File: src/rtl/pulse_meter.sv
// pulse_meter: synchronises an asynchronous pulse line, measures the width of
// each high pulse in clock cycles, counts accepted pulses and presents the
// result over a valid/ready handshake. All outputs come straight from flops.
module pulse_meter #(
  parameter int WIDTH_BITS = 8,
  parameter int COUNT_BITS = 8,
  parameter int MIN_WIDTH  = 2
) (
  input  logic                  clock,
  input  logic                  reset,
  input  logic                  on,
  input  logic                  signal,
  input  logic                  ready,
  output logic                  valid,
  output logic [WIDTH_BITS-1:0] width,
  output logic                  saturated,
  output logic [COUNT_BITS-1:0] count,
  output logic                  dropped,
  output logic                  busy
);

  typedef enum logic [1:0] {
    IDLE    = 2'd0,
    ARMED   = 2'd1,
    MEASURE = 2'd2,
    HOLD    = 2'd3
  } state_t;

  localparam logic [WIDTH_BITS-1:0] WMAX  = '1;
  localparam logic [WIDTH_BITS-1:0] MIN_W = WIDTH_BITS'(MIN_WIDTH);

  state_t                state;
  state_t                state_nxt;
  logic                  s1;
  logic                  s2;
  logic                  s3;
  logic                  rise;
  logic                  fall;
  logic [WIDTH_BITS-1:0] wcnt;
  logic                  sat;

  logic                  start;
  logic                  take;
  logic                  drop_set;
  logic                  drop_clr;
  logic                  valid_nxt;
  logic                  busy_nxt;

  // Saturating increment of the width counter: holds at all-ones.
  function automatic logic [WIDTH_BITS-1:0] sat_inc(input logic [WIDTH_BITS-1:0] v);
    if (v == WMAX) return v;
    return v + WIDTH_BITS'(1);
  endfunction

  // True when one more increment would overflow the width counter.
  function automatic logic at_max(input logic [WIDTH_BITS-1:0] v);
    return (v == WMAX);
  endfunction

  // Synchroniser s1->s2 plus s3 delay stage for edge detection.
  always_ff @(posedge clock) begin
    if (reset) begin
      s1 <= 1'b0;
      s2 <= 1'b0;
      s3 <= 1'b0;
    end else begin
      s1 <= signal;
      s2 <= s1;
      s3 <= s2;
    end
  end

  assign rise = s2 & ~s3;
  assign fall = ~s2 & s3;

  // State register.
  always_ff @(posedge clock) begin
    if (reset) state <= IDLE;
    else       state <= state_nxt;
  end

  // Next-state logic; disabling always wins over an edge in the same cycle.
  always_comb begin
    state_nxt = state;
    case (state)
      IDLE:    if (on && !s2) state_nxt = ARMED;
      ARMED: begin
        if (!on)       state_nxt = IDLE;
        else if (rise) state_nxt = MEASURE;
      end
      MEASURE: begin
        if (!on)       state_nxt = IDLE;
        else if (fall) state_nxt = (wcnt >= MIN_W) ? HOLD : ARMED;
      end
      HOLD:    if (valid && ready) state_nxt = on ? ARMED : IDLE;
      default: state_nxt = IDLE;
    endcase
  end

  // Output/strobe decode feeding the registered outputs.
  always_comb begin
    start     = (state == ARMED) && on && rise;
    take      = (state == MEASURE) && on && fall && (wcnt >= MIN_W);
    drop_set  = (state == HOLD) && rise;
    drop_clr  = (state != IDLE) && (state_nxt == IDLE) && !on;
    valid_nxt = (state_nxt == HOLD);
    busy_nxt  = (state_nxt == MEASURE);
  end

  // Width accumulator for the pulse in flight; reloaded on every accepted rise.
  always_ff @(posedge clock) begin
    if (start) begin
      wcnt <= WIDTH_BITS'(1);
      sat  <= 1'b0;
    end else if (state == MEASURE && s2) begin
      wcnt <= sat_inc(wcnt);
      if (at_max(wcnt)) sat <= 1'b1;
    end
  end

  // Registered outputs: handshake flags, latched result, counter, sticky drop flag.
  always_ff @(posedge clock) begin
    if (reset) begin
      valid     <= 1'b0;
      busy      <= 1'b0;
      width     <= '0;
      saturated <= 1'b0;
      count     <= '0;
      dropped   <= 1'b0;
    end else begin
      valid <= valid_nxt;
      busy  <= busy_nxt;
      if (take) begin
        width     <= wcnt;
        saturated <= sat;
        count     <= count + COUNT_BITS'(1);
      end
      if (drop_set)      dropped <= 1'b1;
      else if (drop_clr) dropped <= 1'b0;
    end
  end

endmodule
File: config.mk
export PLATFORM = sky130hd
export DESIGN_NAME = pulse_meter
export DESIGN_NICKNAME = d
export VERILOG_FILES = /design/src/rtl/pulse_meter.sv
export SDC_FILE = /design/constraint.sdc
export NUM_CORES = 1
export LEC_CHECK = 0
export CAP_MARGIN = 20
export CORE_MARGIN = 4
export CORE_UTILIZATION = 51
export DETAILED_ROUTE_END_ITERATION = 10
export PLACE_DENSITY_LB_ADDON = 0.1
export SYNTH_ARGS = -nofsm -noshare
export SYNTH_HDL_FRONTEND = slang
export SYNTH_SLANG_ARGS = --single-unit
File: constraint.sdc
create_clock -name clock -period 2.1 [get_ports clock]
set_clock_uncertainty 0.15 [all_clocks]
set_input_delay 0.42 -clock clock [delete_from_list [all_inputs] [get_ports clock]]
set_output_delay 0.42 -clock clock [all_outputs]
set_load 0.02 [all_outputs]
==> results.json <==
{
  "cts_sinks": 34,
  "relSlewSlack_pct": 69.5,
  "fin_total_pwr_mw": 1.53,
  "setup.worst_path.start_class": "flop",
  "fp-row-count": 19,
  "period_share_pct": 96.1,
  "die_x_um": 61.7,
  "worstPathRequired_ps": 1530,
  "ios": 25,
  "ys.flop_type": "dfxtp_1",
  "syn-num-nets": 178,
  "vias": 1389,
  "final_nets": 218,
  "clk_latency_ps": 340,
  "async_reset_ff_share_pct": 0,
  "postLayoutCellArea_um2": 1950,
  "reg2reg_slack_ps": 230,
  "endpoint_kind": "primary output",
  "grt_max_degree": 20,
  "yosysMostFrequentCell": "dfxtp_1",
  "clkPwrFrac_pct": 41.3,
  "areaGrowthSynthToFinish_pct": 32.4,
  "worstPathCellList": "clkdlybuf4s50_1",
  "switching_share_pct": 23.8,
  "place_congestion": 0.767,
  "grt_setup_unrepaired": "no",
  "syn-instance-count": 170,
  "drtIter0Drc": 109,
  "avgSynthCellArea_um2": 8.65,
  "holdWs_ps": 304,
  "grt_pass1_vias": 1317,
  "period_needed_ps": 2020,
  "synth_edf_count": 0,
  "fmax_ghz": 0.495,
  "crit_type": "flop to primary output",
  "use_met1_pct": 23.7,
  "start_util_pct": 53.3,
  "arrival_ps": 1450,
  "cts-root-buf": "clkbuf_4",
  "clk_pin_slew_ps": 110,
  "leakagePower_nw": 0.714,
  "synth_common_cells": "34 x dfxtp_1, 25 x nand2_1, 21 x a21oi_1",
  "cp_max_fo": 7,
  "firstDrtPassIters": 4,
  "ctsHoldBuffers": 0,
  "tightest_slew_ps": 454,
  "p_int_mw": 1.16,
  "fillerInstances": 234,
  "holdCritPathClass": "flop to flop",
  "powerDensity_nw_per_um2": 784,
  "busiest_layer": "met2",
  "numCtsBuffers": 5,
  "drc": 0,
  "cp_slowest_cell": "clkdlybuf4s50_1",
  "synth_top_cell_by_area": "dfxtp_1",
  "critPathBufInv": 1,
  "ys_warn_count": 0,
  "cap_violations": 0,
  "critical-path-max-stage-delay_ps": 650,
  "status": "complete, no violations",
  "wl_per_cell_um": 14.3,
  "grt_use_met3_pct": 7.44,
  "wl_mm": 3.46,
  "dieArea_um2": 3810,
  "antenna_cells": 0,
  "use_met2_pct": 33.3,
  "ys_types": 38,
  "ant_nets": 0,
  "drive_gt1_share_pct": 13.7,
  "cts.path.max_buffers": 2,
  "finalSetupViolCount": 0,
  "timing.setup.tns_ps": 0,
  "core_um2": 2760,
  "cts_tree": "yes",
  "port_buffers": 24,
  "seq_area_frac_synth_pct": 46.3,
  "seq_power_share_pct": 47.4,
  "maxSlewViolCount": 0,
  "antenna_found_initial": 0,
  "dpl.hpwl_mm": 2.47,
  "dpl_cell_area_um2": 1840,
  "switchingPower_mw": 0.363,
  "htree_levels": 2,
  "syn_area_um2": 1470,
  "postLayoutCoreUtil_pct": 70.6,
  "ir_drop_mv": 0.804,
  "dieHeight_um": 61.7,
  "postCtsSetupBuffers": 0,
  "grt_overflow": 0,
  "hold_viol": 0,
  "viasPerCell": 5.74,
  "yosys-top-cells-area": "dfxtp_1 46%, a21oi_1 7.1%, nand2_1 6.4%, nor2b_1 3.0%, nand3_1 2.7%",
  "ys_ff_latch": 34,
  "crit_family": "buffers and inverters",
  "yosysTopAreaCellShare_pct": 46.3,
  "ctsResizeCount": 0,
  "grt_pass1_wl_mm": 5.66,
  "grt_usage_pct": 20.3,
  "p_comb_share_pct": 11.3
}
-- power groups by stage --
stage | clock [mW] | sequential (mW) | combinational [mW]
finish | 0.630 | 0.724 | 0.172
global route | 0.669 | 0.728 | 0.191
CTS | 0.637 | 0.723 | 0.172
detailed placement | 0 | 0.738 | 0.170
global placement | 0 | 0.736 | 0.164
floorplan | 0 | 0.733 | 0.101
-- worst min-delay path, stage by stage (launching register included) --
cell     delay, ps
dfxtp_1        330
nand2_1         50
a21oi_1         50
-- path summary, 6_finish.rpt --
path | end | cells past startpoint | startpoint
max | count[5] | 1 | count[5]
min | saturated | 2 | sat
max reg2reg | count[5] | 7 | wcnt[0]
min reg2reg | saturated | 2 | sat
-- flip-flops by register name, summed over array words and instances (netlist names) --
| name | count |
|---|---|
| width | 8 |
| wcnt | 8 |
| sat | 1 |
| saturated | 1 |
| s2 | 1 |
| count | 8 |
| s3 | 1 |
| dropped | 1 |
| valid | 1 |
| state | 2 |
| s1 | 1 |
| busy | 1 |
-- cell type report --
| cell class | count | area (µm²) | area share, % |
|---|---|---|---|
| Clock inverter | 2 | 60.1 | 3.08 |
| Sequential cell | 34 | 681 | 35.0 |
| Multi-Input combinational cell | 123 | 737 | 37.9 |
| Tap cell | 31 | 38.8 | 1.99 |
| Timing Repair Buffer | 39 | 353 | 18.1 |
| Clock buffer | 6 | 51.3 | 2.63 |
| Inverter | 7 | 26.3 | 1.35 |
-- per-stage QoR --
stage / setup slack, ps / cells
after floorplan: 279 / 170
after global placement: -17.9 / 234
after detailed placement: -63.9 / 234
after CTS: 88.5 / 242
after global routing: 17.4 / 242
final: 81.1 / 242
-- kinds of logic (layout without fill, tap and decap cells) --
kind of cell | count (synthesis) | in the layout | share of synthesized area, %
buffers and inverters | 13 | 54 | 3.57
and+or+nand+nor | 70 | 70 | 24.9
muxes | 1 | 1 | 0.681
DFF | 34 | 34 | 46.3
AOI/OAI and AO/OA | 48 | 48 | 21.4
xor gates and xnor gates | 1 | 1 | 0.596
adders and majority gates | 3 | 3 | 2.55
-- layout by cell type, fill, tap and decap left out, types with 7 or more instances in the layout --
cell type,netlist,routed
a21oi_1,21,21
buf_4,0,15
dfxtp_1,34,34
clkdlybuf4s50_1,0,24
nor2_1,10,10
nor2b_1,7,7
nand3_1,8,8
nand2_1,25,25
inv_1,7,7
-- per-layer routing --
layer,up-vias,wire (µm)
met5,-,0
met1,653,1510
met3,10,176
met4,0,68
met2,36,1710
li1,690,-
Note: power is estimated with default switching activity, not from simulation.
